File: config.mk
export PLATFORM = sky130hd
export DESIGN_NAME = count_one_arbiter
export DESIGN_NICKNAME = d
export VERILOG_FILES = /design/src/rtl/count_one_arbiter.sv
export SDC_FILE = /design/constraint.sdc
export NUM_CORES = 1
export LEC_CHECK = 0
export ABC_AREA = 1
export CAP_MARGIN = 20
export CORE_MARGIN = 2
export CORE_UTILIZATION = 25
export DETAILED_ROUTE_END_ITERATION = 16
export PLACE_DENSITY = 0.44
export RECOVER_POWER = 100
export SETUP_SLACK_MARGIN = 0.2
export SLEW_MARGIN = 20
export SYNTH_ARGS = -nofsm -noshare
export SYNTH_HDL_FRONTEND = slang
export SYNTH_SLANG_ARGS = --single-unit
export TNS_END_PERCENT = 10
File: constraint.sdc
create_clock -name clk -period 1.7 [get_ports clk]
set_clock_uncertainty 0.1 [all_clocks]
set_input_delay 0.34 -clock clk [delete_from_list [all_inputs] [get_ports clk]]
set_output_delay 0.34 -clock clk [all_outputs]
set_load 0.02 [all_outputs]
File: src/rtl/count_one_arbiter.sv
// Round-robin arbiter that grants one serial stream at a time and counts accepted
// bits that leave a "two or more consecutive ones" Moore detector in its S2 state.
module count_one_arbiter #(
    parameter int N       = 4,
    parameter int MAX_LEN = 16
) (
    input  logic                         clk,
    input  logic                         rst_n,
    input  logic [N-1:0]                 req,
    input  logic [N-1:0]                 bit_in,
    input  logic [N-1:0]                 bit_valid,
    output logic [N-1:0]                 gnt,
    output logic                         det,
    output logic [$clog2(MAX_LEN+1)-1:0] det_cnt,
    output logic                         done,
    output logic [$clog2(N)-1:0]         done_id
);
    localparam int IW = $clog2(N);
    localparam int CW = $clog2(MAX_LEN+1);

    typedef enum logic [1:0] {IDLE, STREAM, DONE} ctrl_t;
    typedef enum logic [1:0] {S0, S1, S2} det_t;

    ctrl_t           state_reg, state_next;
    det_t            det_state_reg, det_state_next;
    logic [N-1:0]    gnt_reg, gnt_next;
    logic [IW-1:0]   g_reg, g_next;
    logic [IW-1:0]   rr_ptr_reg, rr_ptr_next;
    logic [IW-1:0]   done_id_reg, done_id_next;
    logic [CW-1:0]   det_cnt_reg, det_cnt_next;
    logic [CW-1:0]   len_reg, len_next;

    // Candidate index for each round-robin offset from rr_ptr, wrapped modulo N.
    logic [IW:0]     cand_sum [N];
    logic [IW-1:0]   cand_idx [N];
    logic [IW-1:0]   win_idx;

    generate
        for (genvar gi = 0; gi < N; gi++) begin : g_cand
            assign cand_sum[gi] = {1'b0, rr_ptr_reg} + (IW+1)'(gi);
            assign cand_idx[gi] = (cand_sum[gi] >= (IW+1)'(N))
                                ? IW'(cand_sum[gi] - (IW+1)'(N))
                                : cand_sum[gi][IW-1:0];
        end
    endgenerate

    // Scan from the largest offset down so the smallest offset with a request wins.
    always_comb begin
        win_idx = '0;
        for (int i = N-1; i >= 0; i--) begin
            if (req[cand_idx[i]]) begin
                win_idx = cand_idx[i];
            end
        end
    end

    always_comb begin
        state_next     = state_reg;
        det_state_next = det_state_reg;
        gnt_next       = gnt_reg;
        g_next         = g_reg;
        rr_ptr_next    = rr_ptr_reg;
        done_id_next   = done_id_reg;
        det_cnt_next   = det_cnt_reg;
        len_next       = len_reg;

        case (state_reg)
            IDLE: begin
                if (|req) begin
                    state_next        = STREAM;
                    g_next            = win_idx;
                    gnt_next          = '0;
                    gnt_next[win_idx] = 1'b1;
                    det_state_next    = S0;
                    det_cnt_next      = '0;
                    len_next          = '0;
                end
            end
            STREAM: begin
                if (!req[g_reg]) begin
                    state_next   = DONE;
                    gnt_next     = '0;
                    done_id_next = g_reg;
                end else if (bit_valid[g_reg]) begin
                    if (bit_in[g_reg]) begin
                        det_state_next = (det_state_reg == S0) ? S1 : S2;
                    end else begin
                        det_state_next = S0;
                    end
                    if (bit_in[g_reg] && det_state_reg != S0) begin
                        det_cnt_next = det_cnt_reg + CW'(1);
                    end
                    len_next = len_reg + CW'(1);
                    // The bit that fills the burst is counted, then the burst closes.
                    if (len_reg == CW'(MAX_LEN - 1)) begin
                        state_next   = DONE;
                        gnt_next     = '0;
                        done_id_next = g_reg;
                    end
                end
            end
            DONE: begin
                state_next  = IDLE;
                rr_ptr_next = (g_reg == IW'(N - 1)) ? '0 : g_reg + IW'(1);
            end
            default: begin
                state_next = IDLE;
                gnt_next   = '0;
            end
        endcase
    end

    always_ff @(posedge clk) begin
        if (!rst_n) begin
            state_reg     <= IDLE;
            det_state_reg <= S0;
            gnt_reg       <= '0;
            g_reg         <= '0;
            rr_ptr_reg    <= '0;
            done_id_reg   <= '0;
            det_cnt_reg   <= '0;
            len_reg       <= '0;
        end else begin
            state_reg     <= state_next;
            det_state_reg <= det_state_next;
            gnt_reg       <= gnt_next;
            g_reg         <= g_next;
            rr_ptr_reg    <= rr_ptr_next;
            done_id_reg   <= done_id_next;
            det_cnt_reg   <= det_cnt_next;
            len_reg       <= len_next;
        end
    end

    assign gnt     = gnt_reg;
    assign det     = (det_state_reg == S2);
    assign det_cnt = det_cnt_reg;
    assign done    = (state_reg == DONE);
    assign done_id = done_id_reg;

endmodule

==> flow_metrics.tcl, run 1 <==
set metrics [dict create \
    status "completed" \
    slew_headroom_pct 82.78 \
    finalCriticalPeriod_ns 1.629 \
    path_clk_slew_ns 0.09 \
    first_pass_iters 4 \
    synthFlopType "dfxtp_1" \
    crit_path_max_fanout 11 \
    place_area_um2 1909 \
    cp_data_arrival_time_ns 1.73 \
    worstMarginPinSlew_ns 0.2573 \
    grt_pass1_wl_um 6196 \
    areaGrowthSynthToFinish_pct 61.59 \
    grtUsageTotal_pct 12.65 \
    fin_util_pct 41.30 \
    stdcell_area_um2 2232 \
    netlist_area_um2 1381 \
    ys_ff_latch 24 \
    rsz0062_at_grt "true" \
    max_clock_freq_mhz 613.9 \
    insertion_delay_ns 0.27 \
    die_area_um2 6136 \
    synth_top_area_cell "dfxtp_1" \
    p_leak_nw 1.022 \
    vias_per_cell 4.350 \
    rows 27 \
    grt_max_degree 15 \
    finalMaxSlewViolations 0 \
    gp_congestion 0.7571 \
    wire_per_inst_um 11.26 \
    cts_max_path_buffers 2 \
    synth_edf_count 0 \
    gr-total-overflow 0 \
    syn-num-nets 224 \
    cts_sinks 24 \
    p_per_area_nw_per_um2 1077 \
    dp_hpwl_um 2821 \
    syn_inst 206 \
    cts_tree "built" \
    synth_top_cell_area_share_pct 34.78 \
    synth-async-reset-ratio_pct 0 \
    cts_root_buffer "clkbuf_8" \
    cp-start-kind "flip-flop" \
    ant_nets 0 \
    wl_um 3830 \
    synth_area_leaders "dfxtp_1 35%, nand2_1 13%, nand3_1 8.0%" \
    start_util_pct 25.56 \
    hold_class "reg2reg" \
    die_x_um 78.33 \
    vias 1479 \
    core_um2 5405 \
    diodes 0 \
    critPathKind "reg2reg" \
    finalSetupViolCount 0 \
    antenna_found_initial 0 \
    cts_buffers 3 \
    drc 0 \
    grt_pass1_vias 1383 \
    cts_htree_levels 1 \
    fin_nets 287 \
    fp.dieH_um 78.33 \
    final.period_utilization_pct 95.82 \
    hold_buffers 0 \
    drt_iter0_drc 30 \
    crit_path_end_kind "flip-flop" \
    maxCapViolCount 0 \
    worstPathRequired_ns 1.80 \
    synth_cell_type_count 29 \
    drive_above_1_share_pct 31.34 \
    hold_viol_final 0 \
    port_buffers 26 \
    ys_warn_count 0 \
    ios 27 \
    ir_worst_vdd_v 0.0005539 \
    ys_seq_area_share_pct 34.78 \
    syn_avg_cell_area_um2 6.705 \
]
[cell type report]
cell class / count / area (um^2)
Timing Repair Buffer: 61 / 511.7
Multi-Input combinational cell: 150 / 952.2
Fill cell: 604 / 3173
Clock buffer: 3 / 41.29
Tap cell: 72 / 90.09
Inverter: 29 / 118.9
Sequential cell: 24 / 488.0
Clock inverter: 1 / 30.03
[synthesized netlist by cell type (2+ instances only)]
| cell | count |
|---|---|
| a21oi_1 | 16 |
| a21oi_2 | 2 |
| buf_6 | 3 |
| dfxtp_1 | 24 |
| ha_1 | 4 |
| inv_1 | 25 |
| inv_2 | 2 |
| nand2_1 | 49 |
| nand2_2 | 3 |
| nand3_1 | 22 |
| nand4_1 | 4 |
| nor2_1 | 20 |
| nor3_1 | 2 |
| o211ai_1 | 2 |
| o21ai_0 | 10 |
| o21ai_1 | 3 |
| o22ai_1 | 2 |
| xor2_1 | 2 |
[worst paths after layout]
| path | startpoint | to | slack, ns | depth (start not counted) |
|---|---|---|---|---|
| max | g_reg[0] | det_cnt[0] | 0.07 | 8 |
| min | gnt[3] | gnt[3] | 0.35 | 2 |
| max reg2reg | g_reg[0] | det_cnt[0] | 0.07 | 8 |
| min reg2reg | gnt[3] | gnt[3] | 0.35 | 2 |
[metal layers]
layer  track usage (%)  wire length [um]  vias to the layer above
met5                 0                 0                        -
met4             3.684                32                        0
met3             1.839                63                        4
met2             23.19              1954                       16
met1             15.24              1779                      664
li1                  -                 -                      795
[worst max-delay path, stage by stage (launching register included)]
cell	delay (ns)
dfxtp_2	0.34
buf_12	0.14
o211ai_1	0.19
nand2_2	0.13
nand2_4	0.16
nand2_8	0.09
buf_4	0.14
buf_4	0.12
a31oi_1	0.15
[power by group]
group | total, mW | switching [mW] | internal (mW)
sequential | 0.695 | 0.0553 | 0.639
combinational | 1.21 | 0.655 | 0.551
clock | 0.502 | 0.188 | 0.315
total | 2.40 | 0.898 | 1.51
[logic make-up (layout without fill, tap and decap cells)]
kind of cell,Yosys count,in the layout,share of synthesized area [%]
simple gates,106,107,34.60
fa+ha+maj,4,4,3.623
flops,24,24,34.78
buf+inv,33,94,10.96
xor+xnor,2,2,1.268
compound gates,37,37,14.76
[through the flow]
stage               cells  setup WS (ns)  power, mW   TNS, ns  hold slack (ns)
floorplan             206         0.2005      1.223         0           0.3475
global placement      327        -0.3438      1.621    -5.233           0.3612
detailed placement    327        -0.3255      1.621    -5.141           0.3605
CTS                   331        0.07386      2.295         0           0.3593
global route          340       -0.01727      2.576  -0.05671           0.3752
finish                340        0.07112      2.403         0           0.3528
[repair_timing]
| item | in CTS | in global routing |
|---|---|---|
| buffers inserted | 0 | 8 |
| resized for setup | 73 | 7 |
| gates cloned | 0 | 1 |
| hold endpoints to repair | 0 | 0 |
| endpoints found under the setup margin | 34 | 25 |
| pin swaps | 28 | 6 |
[layout by cell type (no fill, tap or decap), drive strengths merged]
master | Yosys | final
nand2 | 53 | 54
buf | 3 | 35
inv | 28 | 28
dfxtp | 24 | 24
nand3 | 23 | 23
nor2 | 22 | 22
a21oi | 18 | 18
dlygate4sd2 | 0 | 17
o21ai | 13 | 13
clkdlybuf4s50 | 0 | 7
nand4 | 4 | 4
ha | 4 | 4
clkbuf | 1 | 4
nor3 | 3 | 3
o211ai | 2 | 2
xor2 | 2 | 2
o22ai | 2 | 2
clkinv | 1 | 1
a31oi | 1 | 1
o21a | 1 | 1
and2 | 1 | 1
bufinv | 0 | 1
clkdlybuf4s25 | 0 | 1
No activity file was read; power rests on OpenSTA's default activity.
==> inputs of run 2 (changes only) <==
- GPL_ROUTABILITY_DRIVEN: unset -> 0
- RECOVER_POWER: 100 -> 50
==> results of run 2 <==
Same layout as run 1: the final DEF is identical, and so are final timing and power.
